[config.mk]
export PLATFORM = sky130hd
export DESIGN_NAME = riscv_multicycle_ctrl
export DESIGN_NICKNAME = d
export VERILOG_FILES = /design/src/rtl/cu_pkg.sv /design/src/rtl/cu_decode.sv /design/src/rtl/riscv_multicycle_ctrl.sv
export SDC_FILE = /design/constraint.sdc
export NUM_CORES = 1
export LEC_CHECK = 0
export BUFFER_PORTS_ARGS = -buffer_cell sky130_fd_sc_hd__buf_4
export CAP_MARGIN = 20
export CORE_MARGIN = 5
export CORE_UTILIZATION = 45
export DETAILED_ROUTE_END_ITERATION = 10
export PLACE_DENSITY = 0.86
export SLEW_MARGIN = 20
export SYNTH_ARGS = -nofsm -noshare
export SYNTH_HDL_FRONTEND = slang
export SYNTH_SLANG_ARGS = --single-unit
[constraint.sdc]
create_clock -name clock -period 2.6 [get_ports clock]
set_input_delay 0.26 -clock clock [delete_from_list [all_inputs] [get_ports clock]]
set_output_delay 0.26 -clock clock [all_outputs]
set_load 0.03 [all_outputs]
[src/rtl/cu_pkg.sv]
// Shared encodings for the multicycle RV64 control unit:
// state codes, opcode/funct fields, ALU ops and datapath mux selects.
package cu_pkg;

    typedef enum logic [5:0] {
        S_RESET      = 6'd0,
        S_FETCH      = 6'd1,
        S_FETCH_WAIT = 6'd2,
        S_IR_LOAD    = 6'd3,
        S_DECODE     = 6'd4,
        S_R_EXEC     = 6'd5,
        S_ALU_WB     = 6'd6,
        S_ADDI_EXEC  = 6'd7,
        S_MEM_ADDR   = 6'd8,
        S_LD_READ    = 6'd9,
        S_LD_MDR     = 6'd10,
        S_LD_WB      = 6'd11,
        S_SD_WRITE   = 6'd12,
        S_BRANCH     = 6'd13,
        S_PC_INC     = 6'd14,
        S_LUI_WB     = 6'd15
    } state_t;

    localparam logic [6:0] OP_RTYPE  = 7'b0110011;
    localparam logic [6:0] OP_IMM    = 7'b0010011;
    localparam logic [6:0] OP_LOAD   = 7'b0000011;
    localparam logic [6:0] OP_STORE  = 7'b0100011;
    localparam logic [6:0] OP_BRANCH = 7'b1100011;
    localparam logic [6:0] OP_LUI    = 7'b0110111;

    localparam logic [2:0] F3_ADD = 3'b000;
    localparam logic [2:0] F3_DW  = 3'b011;
    localparam logic [2:0] F3_BEQ = 3'b000;
    localparam logic [2:0] F3_BNE = 3'b001;
    localparam logic [2:0] F3_AND = 3'b111;
    localparam logic [2:0] F3_XOR = 3'b100;
    localparam logic [6:0] F7_ADD = 7'b0000000;
    localparam logic [6:0] F7_SUB = 7'b0100000;

    localparam logic [2:0] ALU_PASSA = 3'b000;
    localparam logic [2:0] ALU_ADD   = 3'b001;
    localparam logic [2:0] ALU_SUB   = 3'b010;
    localparam logic [2:0] ALU_AND   = 3'b011;
    localparam logic [2:0] ALU_XOR   = 3'b110;

    localparam logic [3:0] IORD_PC       = 4'd0;
    localparam logic [3:0] IORD_ALUOUT   = 4'd1;
    localparam logic [3:0] MTR_ALUOUT    = 4'd0;
    localparam logic [3:0] MTR_MDR       = 4'd1;
    localparam logic [3:0] MTR_IMM       = 4'd2;
    localparam logic [3:0] SRCA_PC       = 4'd0;
    localparam logic [3:0] SRCA_A        = 4'd1;
    localparam logic [3:0] SRCB_B        = 4'd0;
    localparam logic [3:0] SRCB_FOUR     = 4'd1;
    localparam logic [3:0] SRCB_IMM      = 4'd2;
    localparam logic [3:0] SRCB_ZEXT     = 4'd3;
    localparam logic [3:0] PCSRC_ALU     = 4'd0;
    localparam logic [3:0] PCSRC_ALUOUT  = 4'd1;
    localparam logic [3:0] PCSRC_IMM     = 4'd2;

endpackage

[src/rtl/cu_decode.sv]
// Combinational IR decode: dispatch state out of DECODE and the R-type ALU op.
// Zero latency; CU_BNE_EN adds bne to the branch dispatch.
module cu_decode
    import cu_pkg::*;
(
    input  logic [6:0] opcode,
    input  logic [2:0] funct3,
    input  logic [6:0] funct7,
    output logic [5:0] dispatch,
    output logic [2:0] r_alu_op
);

    logic r_valid;

    always_comb begin
        r_alu_op = ALU_ADD;
        r_valid  = 1'b1;
        if (funct3 == F3_ADD && funct7 == F7_ADD) begin
            r_alu_op = ALU_ADD;
        end else if (funct3 == F3_ADD && funct7 == F7_SUB) begin
            r_alu_op = ALU_SUB;
        end else if (funct3 == F3_AND) begin
            r_alu_op = ALU_AND;
        end else if (funct3 == F3_XOR) begin
            r_alu_op = ALU_XOR;
        end else begin
            r_valid = 1'b0;
        end
    end

    // Anything not recognised retires as a NOP through PC_INC.
    always_comb begin
        dispatch = S_PC_INC;
        case (opcode)
            OP_RTYPE:           if (r_valid) dispatch = S_R_EXEC;
            OP_IMM:             if (funct3 == F3_ADD) dispatch = S_ADDI_EXEC;
            OP_LOAD, OP_STORE:  if (funct3 == F3_DW) dispatch = S_MEM_ADDR;
            OP_BRANCH: begin
`ifdef CU_BNE_EN
                if (funct3 == F3_BEQ || funct3 == F3_BNE) dispatch = S_BRANCH;
`else
                if (funct3 == F3_BEQ) dispatch = S_BRANCH;
`endif
            end
            OP_LUI:             dispatch = S_LUI_WB;
            default:            dispatch = S_PC_INC;
        endcase
    end

endmodule

[src/rtl/riscv_multicycle_ctrl.sv]
// Multicycle RV64-subset control FSM: Moore outputs per state, PCWrite Mealy on Zero in BRANCH.
// One state per cycle; CU_BNE_EN enables bne (taken when Zero=0).
module riscv_multicycle_ctrl
    import cu_pkg::*;
(
    input  logic       clock,
    input  logic       reset,
    input  logic [6:0] opcode,
    input  logic [2:0] funct3,
    input  logic [6:0] funct7,
    input  logic       Zero,
    output logic       PCWrite,
    output logic       IRWrite,
    output logic       RegWrite,
    output logic       AWrite,
    output logic       BWrite,
    output logic       AluOutWrite,
    output logic       MDRWrite,
    output logic       MemRead,
    output logic       DMemReadWrite,
    output logic [3:0] IorD,
    output logic [3:0] MemtoReg,
    output logic [3:0] AluSrcA,
    output logic [3:0] AluSrcB,
    output logic [3:0] PCSource,
    output logic [2:0] ALUOpOut,
    output logic [5:0] State_out
);

    state_t     state, state_next;
    logic [5:0] dispatch;
    logic [2:0] r_alu_op;
    logic       br_taken;

    cu_decode u_decode (
        .opcode   (opcode),
        .funct3   (funct3),
        .funct7   (funct7),
        .dispatch (dispatch),
        .r_alu_op (r_alu_op)
    );

`ifdef CU_BNE_EN
    assign br_taken = (funct3 == F3_BNE) ? ~Zero : Zero;
`else
    assign br_taken = Zero;
`endif

    always_ff @(posedge clock or negedge reset) begin
        if (!reset) state <= S_RESET;
        else        state <= state_next;
    end

    assign State_out = state;
    assign MemRead   = 1'b0;

    always_comb begin
        state_next    = S_RESET;
        PCWrite       = 1'b0;
        IRWrite       = 1'b0;
        RegWrite      = 1'b0;
        AWrite        = 1'b0;
        BWrite        = 1'b0;
        AluOutWrite   = 1'b0;
        MDRWrite      = 1'b0;
        DMemReadWrite = 1'b0;
        IorD          = IORD_PC;
        MemtoReg      = MTR_ALUOUT;
        AluSrcA       = SRCA_PC;
        AluSrcB       = SRCB_B;
        PCSource      = PCSRC_ALU;
        ALUOpOut      = ALU_PASSA;
        case (state)
            S_RESET:      state_next = S_FETCH;
            S_FETCH:      state_next = S_FETCH_WAIT;
            S_FETCH_WAIT: state_next = S_IR_LOAD;
            S_IR_LOAD: begin
                IRWrite    = 1'b1;
                state_next = S_DECODE;
            end
            S_DECODE: begin
                AWrite      = 1'b1;
                BWrite      = 1'b1;
                AluSrcB     = SRCB_IMM;
                ALUOpOut    = ALU_ADD;
                AluOutWrite = 1'b1;
                state_next  = state_t'(dispatch);
            end
            S_R_EXEC: begin
                AluSrcA     = SRCA_A;
                ALUOpOut    = r_alu_op;
                AluOutWrite = 1'b1;
                state_next  = S_ALU_WB;
            end
            S_ADDI_EXEC: begin
                AluSrcA     = SRCA_A;
                AluSrcB     = SRCB_IMM;
                ALUOpOut    = ALU_ADD;
                AluOutWrite = 1'b1;
                state_next  = S_ALU_WB;
            end
            S_MEM_ADDR: begin
                AluSrcA     = SRCA_A;
                AluSrcB     = SRCB_IMM;
                ALUOpOut    = ALU_ADD;
                AluOutWrite = 1'b1;
                state_next  = (opcode == OP_STORE) ? S_SD_WRITE : S_LD_READ;
            end
            S_LD_READ:    state_next = S_LD_MDR;
            S_LD_MDR: begin
                MDRWrite   = 1'b1;
                state_next = S_LD_WB;
            end
            S_BRANCH: begin
                AluSrcA  = SRCA_A;
                ALUOpOut = ALU_SUB;
                if (br_taken) begin
                    PCWrite    = 1'b1;
                    PCSource   = PCSRC_ALUOUT;
                    state_next = S_FETCH;
                end else begin
                    state_next = S_PC_INC;
                end
            end
            // Retiring states: each bumps PC by 4 on the way back to FETCH.
            S_ALU_WB, S_LD_WB, S_SD_WRITE, S_PC_INC, S_LUI_WB: begin
                AluSrcB    = SRCB_FOUR;
                ALUOpOut   = ALU_ADD;
                PCWrite    = 1'b1;
                state_next = S_FETCH;
                if (state == S_ALU_WB) RegWrite = 1'b1;
                if (state == S_LD_WB) begin
                    RegWrite = 1'b1;
                    MemtoReg = MTR_MDR;
                end
                if (state == S_SD_WRITE) DMemReadWrite = 1'b1;
                if (state == S_LUI_WB) begin
                    RegWrite = 1'b1;
                    MemtoReg = MTR_IMM;
                end
            end
            default:      state_next = S_RESET;
        endcase
    end

endmodule

# After elaboration in Yosys (flattened, before gate mapping)
# Cells that the tools add are included.
dict set report totals {
  register_bits 6
  inputBits 20
  out_inout_bits 38
}
dict set report op_classes {
  n_eq_ne 25
  mux 36
  reduce_logical 13
}
# op count
set op_table {}
lappend op_table {{$pmux 6 s10} 1}
lappend op_table {{$eq 6x4->1 const B} 8}
lappend op_table {{$pmux 6 s5} 1}
lappend op_table {{$eq 7x6->1 const B} 4}
lappend op_table {{$eq 6x3->1 const B} 4}
lappend op_table {{$mux 4} 5}
lappend op_table {{$mux 1} 19}
lappend op_table {{$mux 3} 6}
lappend op_table {{$eq 6x2->1 const B} 2}
lappend op_table {{$pmux 3 s3} 1}
lappend op_table {{$reduce_or 4->1} 2}
lappend op_table {{$reduce_or 8->1} 1}
lappend op_table {{$eq 7x2->1 const B} 1}
lappend op_table {{$eq 7x5->1 const B} 1}
lappend op_table {{$eq 7x7->1 const B} 1}
lappend op_table {{$logic_not 7->1} 1}
lappend op_table {{$eq 3x3->1 const B} 2}
lappend op_table {{$eq 6x1->1 const B} 1}
lappend op_table {{$logic_not 6->1} 1}
lappend op_table {{$reduce_or 6->1} 1}
lappend op_table {{$reduce_or 5->1} 1}
lappend op_table {{$pmux 2 s2} 1}
lappend op_table {{$reduce_or 2->1} 2}
lappend op_table {{$eq 3x2->1 const B} 1}
lappend op_table {{5 further kinds} 6}

# Logic depth before layout (Yosys ltp)
# Gate-level depths: netlist of run 1.
dict set report depth {
  word_depth 8
  ltp_mapped 5
}

# Cells and area by module
# Synthesis of run 1 repeated with hierarchy kept, for this count alone.
dict set report hier_totals {
  hier_cells 136
  area_unflattened_um2 1016.0
}
# module n_inst cells_each area_per_inst_um2
set by_module_without_submodules {}
lappend by_module_without_submodules {riscv_multicycle_ctrl 1 101 775.7}
lappend by_module_without_submodules {cu_decode 1 35 240.2}

# Worst setup path after synthesis of run 1
# OpenSTA, ideal clock, no wires.
dict set report synth_timing {
  kind {reg-to-output}
  start {register state[3], in the netlist State_out[3]}
  end {output BWrite}
  arrival_time_ns 1.967
  required_ns 2.340
  slack_ns 0.373
  path_stages_with_launch 4
  cell_sequence {dfrtp_1 > nand2b_1 > nor3_1 > buf_4}
}
dict set report synth_between {
  elab_chain_cells 2
}
# item line_no
set synth_rtl {}
lappend synth_rtl {{start, declared} riscv_multicycle_ctrl.sv:30} ;# state_t state, state_next;
lappend synth_rtl {{start signal, assigned} riscv_multicycle_ctrl.sv:51} ;# else state <= state_next;
lappend synth_rtl {{$eq 6x3->1} --}
lappend synth_rtl {{$mux 1} --}
lappend synth_rtl {{end, declared} riscv_multicycle_ctrl.sv:16} ;# output logic BWrite,
# No other way between the ends.

# Worst setup path after layout of run 1
dict set report layout_timing {
  start {register state[3], in the netlist State_out[3]}
  end {output AluSrcA[0]}
}
dict set report layout_between {
  elab_chain_cells 3
  elab_cells_between_ends 6
  cone_classes {4 x eq/ne; 1 x mux; 1 x reduce/logical}
}
# item line_no
set layout_rtl {}
lappend layout_rtl {{$eq 6x4->1 / $eq 6x3->1 (equally long branches)} riscv_multicycle_ctrl.sv:73} ;# case (state)
lappend layout_rtl {{$reduce_or 4->1 (no source line) (*)} --}
lappend layout_rtl {{$mux 1 (*)} riscv_multicycle_ctrl.sv:73}
lappend layout_rtl {{end, declared} riscv_multicycle_ctrl.sv:23} ;# output logic [3:0] AluSrcA,
# Every way passes the cells marked *; elsewhere a longest branch is shown, timed or not.

==> summary.md, run 1 <==
| Metric | Value |
|---|---|
| Status | `completed` |
| Register area share after synthesis | `0.117` |
| First DRT Iteration DRCs | `53` |
| CP Capture Type | `output pin` |
| WHS Path Cells | `2` |
| Max FFs per register | `4` |
| Top_reg_cell synth | `dfrtp_1` |
| FFs w/ async S/R, synth | `1.00` |
| Synth unique cells | `42` |
| Hold Vio Cnt, Final | `0` |
| Synth top area share | `0.158` |
| Max-cap violations | `0` |
| Vias in the first global route | `886` |
| ANT nets after route | `0` |
| Fin crit period | `2.07 ns` |
| H-tree depth | `1` |
| Starting Density | `0.484` |
| Element type at the critical path start | `register` |
| Port Buffers | `40` |
| DRC | `0` |
| Kind of critical path | `register to output pin` |
| Peak Freq | `0.484 GHz` |
| Drt wl/cell | `12.4 microns` |
| Clock buffer count from CTS | `3` |
| Via count | `1006` |
| Die Width | `53.6 microns` |
| Ys Warns | `0` |
| Antenna cells | `0` |
| Depth of the most critical reg-to-reg path | `4` |
| Period Utilization, post-route | `0.795` |
| IO Pins | `58` |
| Routability cong. | `0.878` |
| Largest area contributor in the netlist | `buf_4` |
| Max-slew violation count | `0` |
| Remaining Overflow, GRT | `0` |
| Required @ worst endpoint | `2.34 ns` |
| PwrDens | `1040 nW/um^2` |
| Area contributors post-synth | `buf_4, dfrtp_1, nor2_1` |
| Core Footprint | `1760 sq um` |
| Crit path max fanout | `17` |
| Via density | `5.29` |
| Critical path's largest stage delay | `0.62 ns` |
| Die ar. | `2870 sq um` |
| Drt first pass iters | `4` |
| RSZ-0062 raised after global routing | `false` |
| Setup TNS | `0 ns` |
| Hold_sp | `opcode[4]` |
| Worst r2r dst | `State_out[0]$_DFF_PN0_` |
| Crit path DAT | `1.81 ns` |
| Total GRT Usage | `0.163` |
| Global-route wire length before repair | `3540 microns` |
| Synth-to-layout area growth | `31.2%` |
| Dpl hpwl | `1910 microns` |
| CTS tree | `done` |
| Worst rel slew slack | `0.653` |
| Worst path cell trace | `nand2b_1 > nor2_1 > a21oi_1 > o21ai_0 > buf_4` |
| Vert. Die Dim | `53.6 microns` |
| Total length of routed wires | `2360 microns` |
| Setup Fix Bufs, Post-CTS | `0` |
| CTS Buffer Depth | `2` |
| Clock transition at the registers of the reported paths | `0.04 ns` |
| R2r setup slk | `0.80 ns` |
| Worst min path class | `input port to register` |
| Worst-margin pin slew | `0.516 ns` |
| PnR Total Power | `0.00117 W` |
| EDFF count, synth | `0` |
| Gate Count Post-Synth | `129` |
| Count of final setup violators | `0` |
| Share of cells above drive strength 1 | `0.303` |
| Row Count | `15` |
| Sink Count | `4` |
| Syn_area_per_cell | `6.62 sq um` |
| Setup Skew | `0.00193 ns` |
| Worst min-delay path endpoint | `State_out[3]$_DFF_PN0_` |
| WP buf/inv | `1` |
| Clock root cell | `clkbuf_4` |
| Net count, final | `187` |
| Slowest library cell on the worst path | `dfrtp_1` |
| VDD IR max | `0.465 mV` |
| Worst path top cell family by delay | `flip-flops` |
| P_leak | `0.534 nW` |
| Worst skew pair latency | `0.23 ns` |
| Commonest cells after routing, fill and taps aside | `buf_4, conb_1, nor2_1` |
| Fin Hold WS | `0.320 ns` |
| Register bit total from synthesis | `4` |
| Initial antenna violation count | `0` |
| Mapped cell area | `855 sq um` |
| Largest net degree at the start of global routing | `18` |
| Launching point of the worst reg2reg path | `State_out[3]$_DFF_PN0_` |
| Commonest non-fill, non-tap cell in the layout | `buf_4` |
==> per-layer routing <==
metal	vias to the layer above	routed length [microns]	global-route usage
li1	503	-	-
met1	443	937	0.181
met2	54	1130	0.290
met3	6	225	0.0277
met4	0	62	0.0979
met5	-	0	0
==> metrics by stage <==
stage,area [sq um],utilization,setup slack [ns],cells
after floorplan,915,-,0.373,145
after global placement,1090,0.617,0.764,186
final,1120,0.635,0.534,190
after CTS,1120,0.635,0.528,190
after detailed placement,1090,0.617,0.742,186
after global routing,1120,0.635,0.400,190
==> cells in the mapped netlist (all sizes together) (3+ instances only) <==
cell,number
o21ai,12
dfrtp,4
buf,18
nor2,15
a21oi,8
nand2b,6
nand2,14
nor3,5
clkbuf,6
or4,3
inv,5
==> kinds of logic (layout without fill, tap and decap cells) <==
family                    Yosys count  after routing  synth area share
DFF                                 4              4             0.117
other                               1             17           0.00439
xor gates and xnor gates            1              1            0.0103
and+or+nand+nor                    55             55             0.351
AOI/OAI and AO/OA                  39             39             0.310
buffers and inverters              29             49             0.206
==> worst max-delay path by stage <==
stage / from / endpoint / slack [ns] / cells after the start
after floorplan: State_out[3]$_DFF_PN0_ / BWrite / 0.37 / 3
after global placement: funct7[1] / ALUOpOut[0] / 0.76 / 6
after detailed placement: funct7[1] / ALUOpOut[0] / 0.74 / 6
after CTS: State_out[3]$_DFF_PN0_ / AWrite / 0.53 / 3
after global routing: State_out[3]$_DFF_PN0_ / AWrite / 0.40 / 3
final: State_out[3]$_DFF_PN0_ / AluSrcA[0] / 0.53 / 5
==> power by group <==
group	switching, W	total, W	internal [W]
logic	0.000561	0.000887	0.000325
clock network	0.0000240	0.0000756	0.0000515
registers	0.000117	0.000209	0.0000923
total	0.000702	0.00117	0.000469
==> cell type report <==
cell class,instances,area [sq um]
multi-input combinational,112,638
clock buffer,3,22.5
fill,186,643
timing repair buffer,41,310
sequential,4,100
tap,25,31.3
inverter,5,18.8
==> timing repair <==
| action | 4_1_cts | 5_1_grt |
|---|---|---|
| hold buffers | 1 | 0 |
| hold endpoints to repair | 4 | 0 |
| resized for setup | 0 | 0 |
No activity file was read; power rests on OpenSTA's default activity.
==> inputs of run 2 (changes only) <==
Settings changed: ABC_AREA set to 1, CORE_UTILIZATION 45 to 36, PLACE_DENSITY 0.86 to 0.75.
Clock period 2.6 ns to 1.8 ns, I/O delays scaled along.
==> summary.md, run 2 <==
| Metric | Value |
|---|---|
| Launching point of the worst reg2reg path | `State_out[1]$_DFF_PN0_ (was State_out[3]$_DFF_PN0_)` |
| Clock root cell | `clkbuf_4 (unchanged)` |
| Largest area contributor in the netlist | `nand2_1 (was buf_4)` |
| Adder-cell share of the synthesized area | `0 (unchanged)` |
| Setup Skew | `0.00269 ns (was 0.00193 ns)` |
| Commonest non-fill, non-tap cell in the layout | `buf_4 (unchanged)` |
| Synth cell count leaders | `nand2_1, nor2_1, inv_1 (was buf_4, nor2_1, nand2_1)` |
| Pint | `0.000644 W (was 0.000469 W)` |
| Gate Count Post-Synth | `154 (was 129)` |
| Port Buffers | `40 (unchanged)` |
| Via density | `4.32 (was 5.29)` |
| IO Pins | `58 (unchanged)` |
| Total GRT Usage | `0.123 (was 0.163)` |
| Clock power share | `0.067 (was 0.065)` |
| Max-cap violations | `0 (unchanged)` |
| Flop pwr share | `0.134 (was 0.178)` |
| Mux share of post-synthesis cell area | `0 (unchanged)` |
| Dpl hpwl | `1870 microns (was 1910 microns)` |
| Remaining Overflow, GRT | `0 (unchanged)` |
| Largest family of logic cells by synthesized area | `simple AND/OR/NAND/NOR gates (unchanged)` |
| Post-place setup slack | `0.270 ns (was 0.742 ns)` |
| Most frequent cell after synthesis | `nand2_1 (was buf_4)` |
| Fin Hold WS | `0.268 ns (was 0.320 ns)` |
| Peak Freq | `0.581 GHz` |
| Commonest cells after routing, fill and taps aside | `buf_4, nand2_1, nor2_1 (was buf_4, conb_1, nor2_1)` |
| Period Utilization, post-route | `0.957` |
| EDFF count, synth | `0 (unchanged)` |
| Core Footprint | `2170 sq um (was 1760 sq um)` |
| Register area share after synthesis | `0.125 (was 0.117)` |
| Worst r2r dst | `State_out[2]$_DFF_PN0_ (was State_out[0]$_DFF_PN0_)` |
| Critical path's largest stage delay | `0.42 ns (was 0.62 ns)` |
| P_leak | `0.659 nW (was 0.534 nW)` |
| Comb power frac | `0.800 (was 0.757)` |
| Initial antenna violation count | `0 (unchanged)` |
| Vert. Die Dim | `57.2 microns (was 53.6 microns)` |
| CP Capture Type | `output pin (unchanged)` |
| Most Frequent Cell on Critical Path | `nand2_1` |
| Worst path cell trace | `nand2_1 > nor2_2 > nor2_2 > nand2_1 > a21oi_2 > inv_2 > nor2_1 > nand2_1 > buf_4 (was nand2b_1 > nor2_1 > a21oi_1 > o21ai_0 > buf_4)` |
| Crit path max fanout | `5 (was 17)` |
| DRC | `0 (unchanged)` |
| Share of cells above drive strength 1 | `0.305 (was 0.303)` |
| Switching Share | `0.595 (was 0.600)` |
| Drt first pass iters | `4 (unchanged)` |
| Synth Area in Simple Gates | `0.470 (was 0.351)` |
| Filler cell count | `246 (was 186)` |
| Syn_area_per_cell | `5.22 sq um (was 6.62 sq um)` |
| Xor and xnor fraction of the mapped netlist area | `0 (was 0.0102)` |
| Hold Vio Cnt, Final | `0 (unchanged)` |
| Worst min-delay path endpoint | `State_out[3]$_DFF_PN0_ (unchanged)` |
| Required @ worst endpoint | `1.62 ns (was 2.34 ns)` |
| Total length of routed wires | `2140 microns (was 2360 microns)` |
| Setup WS post-layout | `0.0779 ns (was 0.534 ns)` |
| Post-Route Utilization | `0.518 (was 0.635)` |
| CTS tree | `done (unchanged)` |
| Die Width | `57.2 microns (was 53.6 microns)` |
| Routability cong. | `0.852 (was 0.878)` |
| Synth-to-layout area growth | `39.9% (was 31.2%)` |
| Synth Area in Compound Gates | `0.111 (was 0.310)` |
| Drt wl/cell | `9.52 microns (was 12.4 microns)` |
| Top_reg_cell synth | `dfrtp_1 (unchanged)` |
| Worst min path class | `input port to register (unchanged)` |
| Via count | `971 (was 1006)` |
| Slowest library cell on the worst path | `dfrtp_1 (unchanged)` |
| Synth top area share | `0.173 (was 0.158)` |
| Antenna cells | `0 (unchanged)` |
| Register bit total from synthesis | `4 (unchanged)` |
| Largest net degree at the start of global routing | `8 (was 18)` |
| Starting Density | `0.370 (was 0.484)` |
| Sink Count | `4 (unchanged)` |
| Element type at the critical path start | `register (unchanged)` |
| ANT nets after route | `0 (unchanged)` |
| Synth unique cells | `21 (was 42)` |
| Row Count | `17 (was 15)` |
| FFs w/ async S/R, synth | `1.00 (unchanged)` |
| Status | `completed (unchanged)` |
| WHS Path Cells | `4 (was 2)` |
| R2r setup slk | `0.37 ns (was 0.80 ns)` |
| Crit path DAT | `1.54 ns (was 1.81 ns)` |
| Vias in the first global route | `848 (was 886)` |
| Clock transition at the registers of the reported paths | `0.04 ns (about the same)` |
| Die ar. | `3280 sq um (was 2870 sq um)` |
| Net count, final | `219 (was 187)` |
| PwrDens | `1420 nW/um^2 (was 1040 nW/um^2)` |
| Max FFs per register | `4 (unchanged)` |
| Max-slew violation count | `0 (unchanged)` |
| Psw | `0.000946 W (was 0.000702 W)` |
| Kind of critical path | `register to output pin (unchanged)` |
| Critical Path Start | `State_out[1]$_DFF_PN0_ (was State_out[3]$_DFF_PN0_)` |
| Area contributors post-synth | `nand2_1, buf_4, nor2_1 (was buf_4, dfrtp_1, nor2_1)` |
| Hold_sp | `Zero (was opcode[4])` |
| CTS Buffer Depth | `2 (unchanged)` |
| VDD IR max | `0.978 mV (was 0.465 mV)` |
| H-tree depth | `1 (unchanged)` |
| Count of final setup violators | `0 (unchanged)` |
| Ys Warns | `0 (unchanged)` |
| Mapped cell area | `803 sq um (was 855 sq um)` |
| Fin crit period | `1.72 ns` |
| Depth of the most critical reg-to-reg path | `5 (was 4)` |
| Worst skew pair latency | `0.23 ns (about the same)` |
| Clock buffer count from CTS | `3 (unchanged)` |
| Global-route wire length before repair | `3370 microns (was 3540 microns)` |
| First DRT Iteration DRCs | `2 (was 53)` |
==> run 2: cell type report <==
cell class                      instances  area, sq um  share of cell area
Tap cell                               28         35.0              0.0312
Inverter                               26         97.6              0.0869
Sequential cell                         4          103              0.0913
Timing Repair Buffer                   42          318               0.283
Multi-Input combinational cell        122          548               0.488
Clock buffer                            3         22.5              0.0200
==> run 2: kinds of logic after synthesis <==
group	after synthesis
AO/OA/AOI/OAI	15
buffers and inverters	44
flip-flops	4
other	1
AND/OR/NAND/NOR	90
==> run 2: what timing repair did <==
| action | CTS | global route |
|---|---|---|
| gates resized for setup | 0 | 6 |
| setup endpoints to repair | 0 | 2 |
| setup buffers | 0 | 1 |
| hold buffers | 1 | 0 |
| endpoints found under the hold margin | 4 | 0 |
==> run 2: how the worst max path moves through the flow <==
| stage | to | slack [ns] | cells past startpoint |
|---|---|---|---|
| 4_1_cts | ALUOpOut[0] | 0.02 | 10 |
| 3_3_place_gp | ALUOpOut[0] | 0.28 | 10 |
| 2_1_floorplan | ALUOpOut[0] | -0.1 | 8 |
| 5_1_grt | ALUOpOut[0] | -0.008 | 10 |
| 6_report | ALUOpOut[0] | 0.08 | 9 |
| 3_5_place_dp | ALUOpOut[0] | 0.27 | 10 |
==> run 2: worst max-delay path, delay by kind of cell (launching register included) <==
family	cells	cell delay, ns
AOI/OAI and AO/OA	1	0.13
buffers and inverters	2	0.21
DFF	1	0.42
and+or+nand+nor	6	0.56
==> run 2: layer usage <==
metal / track usage / share of wire / up-vias
met5: 0 / 0 / -
met4: 0.0497 / 0.0065 / 0
met3: 0.0181 / 0.089 / 2
met2: 0.214 / 0.50 / 35
met1: 0.152 / 0.40 / 407
li1: - / - / 527
==> run 2: metrics by stage <==
stage / std cells / cell area [sq um] / setup TNS (ns) / total power [W]
CTS: 224 / 1100 / 0 / 0.00155
floorplan: 170 / 868 / -0.174 / 0.00105
global route: 225 / 1120 / -0.00773 / 0.00170
global placement: 220 / 1070 / 0 / 0.00144
finish: 225 / 1120 / 0 / 0.00159
detailed placement: 220 / 1070 / 0 / 0.00143
==> run 2: power groups by stage <==
stage                     clock network [W]  logic, W  registers, W
final                              0.000106   0.00127      0.000213
after global routing               0.000120   0.00136      0.000223
after CTS                          0.000111   0.00124      0.000200
after detailed placement                  0   0.00123      0.000201
after global placement                    0   0.00124      0.000199
after floorplan                           0  0.000777      0.000277
